`src/rtl/seq_pkg.sv`:
```
// Shared encodings for the serializer and the downstream sequence detector.
package seq_pkg;

   typedef enum logic {
      SER_IDLE  = 1'b0,
      SER_SHIFT = 1'b1
   } ser_state_e;

   // Detector progress through the pattern it matches; DET_S3 is the match state.
   typedef enum logic [1:0] {
      DET_IDLE = 2'd0,
      DET_S1   = 2'd1,
      DET_S2   = 2'd2,
      DET_S3   = 2'd3
   } det_state_e;

endpackage

```
`src/rtl/sat_counter.sv`:
```
// Up-counter that holds at all-ones instead of wrapping.
module sat_counter #(
   parameter int unsigned W = 16
) (
   input  logic         clk_i,
   input  logic         rst_i,
   input  logic         inc_i,
   output logic [W-1:0] count_o
);

   logic [W-1:0] count_q;

   always_ff @(posedge clk_i or posedge rst_i) begin
      if (rst_i) begin
         count_q <= '0;
      end else if (inc_i && (count_q != '1)) begin
         count_q <= count_q + W'(1);
      end
   end

   assign count_o = count_q;

endmodule

```
`src/rtl/seq_bit_serializer.sv`:
```
// Parallel-to-serial stage feeding the sequence detector one bit per clock,
// with zero-gap streaming of back-to-back words and a 0 fill when idle.
module seq_bit_serializer
   import seq_pkg::*;
#(
   parameter int unsigned WIDTH     = 8,
   parameter bit          MSB_FIRST = 1'b1,
   parameter int unsigned CNT_W     = 16
) (
   input  logic             clk,
   input  logic             rst,
   input  logic [WIDTH-1:0] load_data,
   input  logic             load_valid,
   output logic             load_ready,
   output logic             dout,
   output logic             dout_valid,
   output logic             last_bit,
   output logic             busy,
   output logic [CNT_W-1:0] word_cnt
);

   localparam int unsigned CW = (WIDTH > 1) ? $clog2(WIDTH) : 1;
   localparam logic [CW-1:0] LastIdx = CW'(WIDTH - 1);

   ser_state_e       state_q;
   logic [WIDTH-1:0] shift_q;
   logic [CW-1:0]    bit_cnt_q;

   logic             on_last;
   logic             handshake;
   logic             head;
   logic [WIDTH-1:0] shifted;

   assign on_last    = (state_q == SER_SHIFT) && (bit_cnt_q == LastIdx);
   // Depends on registered state only, so no load_valid -> load_ready path.
   assign load_ready = (state_q == SER_IDLE) || on_last;
   assign handshake  = load_valid && load_ready;

   assign head    = MSB_FIRST ? shift_q[WIDTH-1] : shift_q[0];
   assign shifted = MSB_FIRST ? (shift_q << 1) : (shift_q >> 1);

   always_ff @(posedge clk or posedge rst) begin
      if (rst) begin
         state_q   <= SER_IDLE;
         shift_q   <= '0;
         bit_cnt_q <= '0;
      end else begin
         case (state_q)
            SER_IDLE: begin
               if (handshake) begin
                  state_q   <= SER_SHIFT;
                  shift_q   <= load_data;
                  bit_cnt_q <= '0;
               end
            end
            SER_SHIFT: begin
               if (handshake) begin
                  shift_q   <= load_data;
                  bit_cnt_q <= '0;
               end else if (on_last) begin
                  state_q   <= SER_IDLE;
                  shift_q   <= shifted;
                  bit_cnt_q <= '0;
               end else begin
                  shift_q   <= shifted;
                  bit_cnt_q <= bit_cnt_q + CW'(1);
               end
            end
            default: begin
               state_q   <= SER_IDLE;
               shift_q   <= '0;
               bit_cnt_q <= '0;
            end
         endcase
      end
   end

   assign busy       = (state_q == SER_SHIFT);
   assign dout_valid = (state_q == SER_SHIFT);
   assign dout       = (state_q == SER_SHIFT) && head;
   assign last_bit   = on_last;

   sat_counter #(
      .W(CNT_W)
   ) u_word_cnt (
      .clk_i  (clk),
      .rst_i  (rst),
      .inc_i  (on_last),
      .count_o(word_cnt)
   );

endmodule

```
`config.mk`:
```
export PLATFORM = sky130hd
export DESIGN_NAME = seq_bit_serializer
export DESIGN_NICKNAME = d
export VERILOG_FILES = /design/src/rtl/seq_pkg.sv /design/src/rtl/sat_counter.sv /design/src/rtl/seq_bit_serializer.sv
export SDC_FILE = /design/constraint.sdc
export NUM_CORES = 1
export LEC_CHECK = 0
export CELL_PAD_IN_SITES_DETAIL_PLACEMENT = 0
export CELL_PAD_IN_SITES_GLOBAL_PLACEMENT = 1
export CORE_AREA = 2 2 63 65
export DETAILED_ROUTE_END_ITERATION = 6
export DIE_AREA = 0 0 65 67
export PLACE_DENSITY = 0.83
export SYNTH_ARGS = -nofsm -noshare
export SYNTH_HDL_FRONTEND = slang
export SYNTH_SLANG_ARGS = --single-unit
export TNS_END_PERCENT = 5
```
`constraint.sdc`:
```
create_clock -name clk -period 4 [get_ports clk]
set_input_delay 1.2 -clock clk [delete_from_list [all_inputs] [get_ports clk]]
set_output_delay 1.2 -clock clk [all_outputs]
set_load 0.005 [all_outputs]
```
==> impl_table.tex <==
\begin{tabular}{lr}
\hline
Metric & Value \\
\hline
\multicolumn{2}{l}{\textbf{Clocking}} \\
\quad Cts repair resizes & 0 \\
\quad Maximum clock insertion buffer count & 2 \\
\quad Max H-tree Level & 1 \\
\quad Inserted Clock Buffers & 3 \\
\quad Number of clock sinks & 28 \\
\quad Clock-pin slew reported for the worst setup and hold paths after clock tree synthesis & 0.09 ns \\
\quad Cts hold-fix bufs & 0 \\
\quad Post-CTS setup-driven buffer insertion count & 0 \\
\quad Clock latency reported for the late side of the worst-skew pair & approximately 0.27 ns \\
\quad Root buf cell & clkbuf\_8 \\
\quad Clock tree from TritonCTS & done \\
\multicolumn{2}{l}{\textbf{Floorplan}} \\
\quad Die Wd & $\sim$65 um \\
\quad Core ar. & approximately 0.0036 sq mm \\
\quad Number of rows in the core area & 22 \\
\quad Initial Utilization & 0.3942 \\
\quad Floorplan die height & roughly 67 um \\
\quad I/O pin count & 32 \\
\quad DIE AREA & approximately 0.0044 sq mm \\
\multicolumn{2}{l}{\textbf{STA}} \\
\quad Total count of hold-check failures in the final report & 0 \\
\quad Slew of the pin with the lowest slew margin & 1.048 ns \\
\quad Clock skew & 0.001083 ns \\
\quad Final worst path period need & between 3 and 4 ns \\
\quad Worst slew margin & 0.3007 \\
\quad Final Worst Setup Slack & 0.7255 ns \\
\quad Aggregate negative setup slack & 0 ns \\
\quad Maximum frequency from static timing analysis & 305.4 MHz \\
\quad Slew Viols, Final & 0 \\
\quad Final clock period utilization by the worst path & 0.8186 \\
\quad Setup repair after global routing missed its margin & false \\
\quad Number of failing setup endpoints in the final timing report & 0 \\
\multicolumn{2}{l}{\textbf{Global routing}} \\
\quad Highest-utilization routing layer at the global route stage & met2 \\
\quad GR Util All Layers & 0.1491 \\
\quad Via count of the first global-routing pass & 1184 \\
\quad Met1 Track Usage GR & 0.1702 \\
\quad Maximum number of pins on one net before global-route repair & 29 \\
\quad Global-route wire length before repair & 5.161 mm \\
\quad Met2 track demand over resource & 0.2912 \\
\quad Total overflow reported by the global router & 0 \\
\quad Met3 track demand over resource in global routing & 0.02196 \\
\quad Number of antenna violations at the first check in global routing & 0 \\
\multicolumn{2}{l}{\textbf{Final layout}} \\
\quad Nets & 193 \\
\quad Leading cell types in the layout, fill and taps excluded & clkdlybuf4s50\_1, dfrtp\_1, nor2\_1 \\
\quad Count of antenna diodes in the layout & 0 \\
\quad Share of final-layout standard cells stronger than drive strength 1 & 0.05618 \\
\quad Most common cell after layout, fill and taps aside & clkdlybuf4s50\_1 \\
\quad Signed area change from the synthesized netlist to the final layout & 28.17\% \\
\multicolumn{2}{l}{\textbf{Detailed routing}} \\
\quad Post-route ant nets & 0 \\
\quad Count of unresolved DRC violations after routing & 0 \\
\quad Routed via count divided by cell count & about 5.4 \\
\quad Post-detailed-route wirelength per cell & between 10 and 15 um \\
\quad Total wire length & roughly 3 mm \\
\quad Total iterations of the first detailed-routing run & 4 \\
\quad Number of DRC violations after detailed-routing iteration 0 & 46 \\
\quad Vias & between 1k and 1.5k \\
\multicolumn{2}{l}{\textbf{Yosys}} \\
\quad Register area share after synthesis & 0.4930 \\
\quad Per-instance average area after synthesis & 9.539 sq um \\
\quad Netlist cell types & 34 \\
\quad Post-synthesis register bit count & 28 \\
\quad Netlist area before placement & about 0.0014 sq mm \\
\quad YS warnings & 0 \\
\quad Cell count after synthesis & 149 \\
\quad Net count of the mapped netlist & roughly 160 \\
\multicolumn{2}{l}{\textbf{Job}} \\
\quad Number of max-cap violations & 0 \\
\multicolumn{2}{l}{\textbf{Setup path}} \\
\quad Largest fanout on the critical path & 13 \\
\quad Required time of the critical path & between 2 and 3 ns \\
\quad Arrival time worst endpoint & 2.07 ns \\
\quad Combined buffer and inverter count along the critical path & 2 \\
\quad Largest delay share family, worst path & buffers and inverters \\
\quad Worst path cell trace & ha\_1 -> ha\_1 -> nand2\_1 -> inv\_1 -> clkdlybuf4s50\_1 \\
\quad Worst Setup End Kind & output port \\
\quad Most frequent CP cell & ha\_1 \\
\quad Worst path max stage delay & 0.50 ns \\
\quad Crit start category & flip-flop \\
\quad Slowest stage cell, crit path & clkdlybuf4s50\_1 \\
\quad Setup CP Type & flip-flop to output port \\
\multicolumn{2}{l}{\textbf{Place}} \\
\quad Pre-CTS WS & 1.013 ns \\
\quad Half-perimeter wire length after placement & 2.177 mm \\
\quad Number of buffers added on ports & 31 \\
\quad Routability cong. & between 0.7 and 0.8 \\
\multicolumn{2}{l}{\textbf{Status}} \\
\quad Status & finished clean \\
\multicolumn{2}{l}{\textbf{Power and ir drop}} \\
\quad PwrDens & 498.6 mW/mm\^{}2 \\
\quad Leakage power total & 0.7762 nW \\
\quad Peak supply drop & 202.6 uV \\
\multicolumn{2}{l}{\textbf{Min path}} \\
\quad HP Class & flip-flop to flip-flop \\
\hline
\end{tabular}
## worst reg2reg max path, delay by kind of cell, from the launching register on
family	cells	cell delay, ns
simple gates	3	1.01
fa+ha+maj	2	0.59
flops	1	0.38
xor+xnor	1	0.14
## power breakdown
part / switching [W] / leakage (nW) / internal, W
sequential: 0.0000698 / 0.364 / 0.000357
combinational: 0.000134 / 0.384 / 0.000174
clock: 0.0000853 / 0.0288 / 0.0000880
## per-layer routing
metal,part of all wire,wire length [um]
met5,0,0
met2,0.53,1566
met3,0.037,110
met4,0.0037,11
met1,0.43,1291
## registers in the layout (all words and copies together), names as in the netlist
| name | count |
|---|---|
| u_word_cnt.count_o | 16 |
| shift_q | 8 |
| bit_cnt_q | 3 |
| busy | 1 |
## area by class of cell
class	count	area, sq um
Fill cell	332	1784
Sequential cell	28	700.7
Multi-Input combinational cell	103	646.9
Timing Repair Buffer	32	317.8
Tap cell	48	60.06
Clock buffer	4	55.05
Inverter	11	41.29
## synthesized netlist by cell type, drive strengths merged
cell    number  area, sq um
and2         2        12.51
xor2         4        35.03
inv         11        41.29
a32o         1        10.01
nand3b       1        7.510
xnor2        7        61.31
o21ai        3        15.01
nor3b        1        7.510
a31oi        8        50.05
nor2        17        63.81
ha           3        37.54
and4bb       1        12.51
nand3        7        35.03
nor3         2        10.01
clkbuf       3        11.26
mux2i        1        10.01
o22ai        7        43.79
nand4b       1        8.760
a21oi       10        50.05
nand2        9        33.78
or4          1        11.26
mux2         2        22.52
nand4        6        43.79
nor4         4        25.02
and3b        1        10.01
dfrtp       28        700.7
buf          4        21.27
o32ai        1        8.760
a311oi       1        8.760
nand2b       2        12.51
## path summary, 6_finish.rpt
path,slack [ns],cells after the start,start,end
min in group asynchronous,1.48,2,rst,u_word_cnt.count_o[8]$_DFFE_PP0P_
max,0.73,5,bit_cnt_q[0]$_DFFE_PP0P_,last_bit
min reg2reg,0.52,1,u_word_cnt.count_o[15]$_DFFE_PP0P_,u_word_cnt.count_o[15]$_DFFE_PP0P_
max reg2reg,1.81,6,bit_cnt_q[0]$_DFFE_PP0P_,u_word_cnt.count_o[15]$_DFFE_PP0P_
min,0.52,1,u_word_cnt.count_o[15]$_DFFE_PP0P_,u_word_cnt.count_o[15]$_DFFE_PP0P_
max in group asynchronous,1.89,2,rst,busy$_DFF_PP0_
## metrics by stage
step | util | instances | total power [W] | hold WS, ns | area, sq um
floorplan | - | 149 | 0.0006091 | 0.4655 | 1421
global placement | 0.4899 | 222 | 0.0007244 | 0.4793 | 1767
detailed placement | 0.4899 | 222 | 0.0007456 | 0.5033 | 1767
CTS | 0.5052 | 226 | 0.0009196 | 0.5184 | 1822
global route | 0.5052 | 226 | 0.0009799 | 0.5308 | 1822
finish | 0.5052 | 226 | 0.0009083 | 0.5198 | 1822
## cell families after synthesis
group           synth area share
flops                     0.4930
compound gates            0.1312
simple gates              0.2069
xor+xnor                 0.06778
buf+inv                  0.05194
fa+ha+maj                0.02641
mux                      0.02289
(Power assumes the default switching activity.)
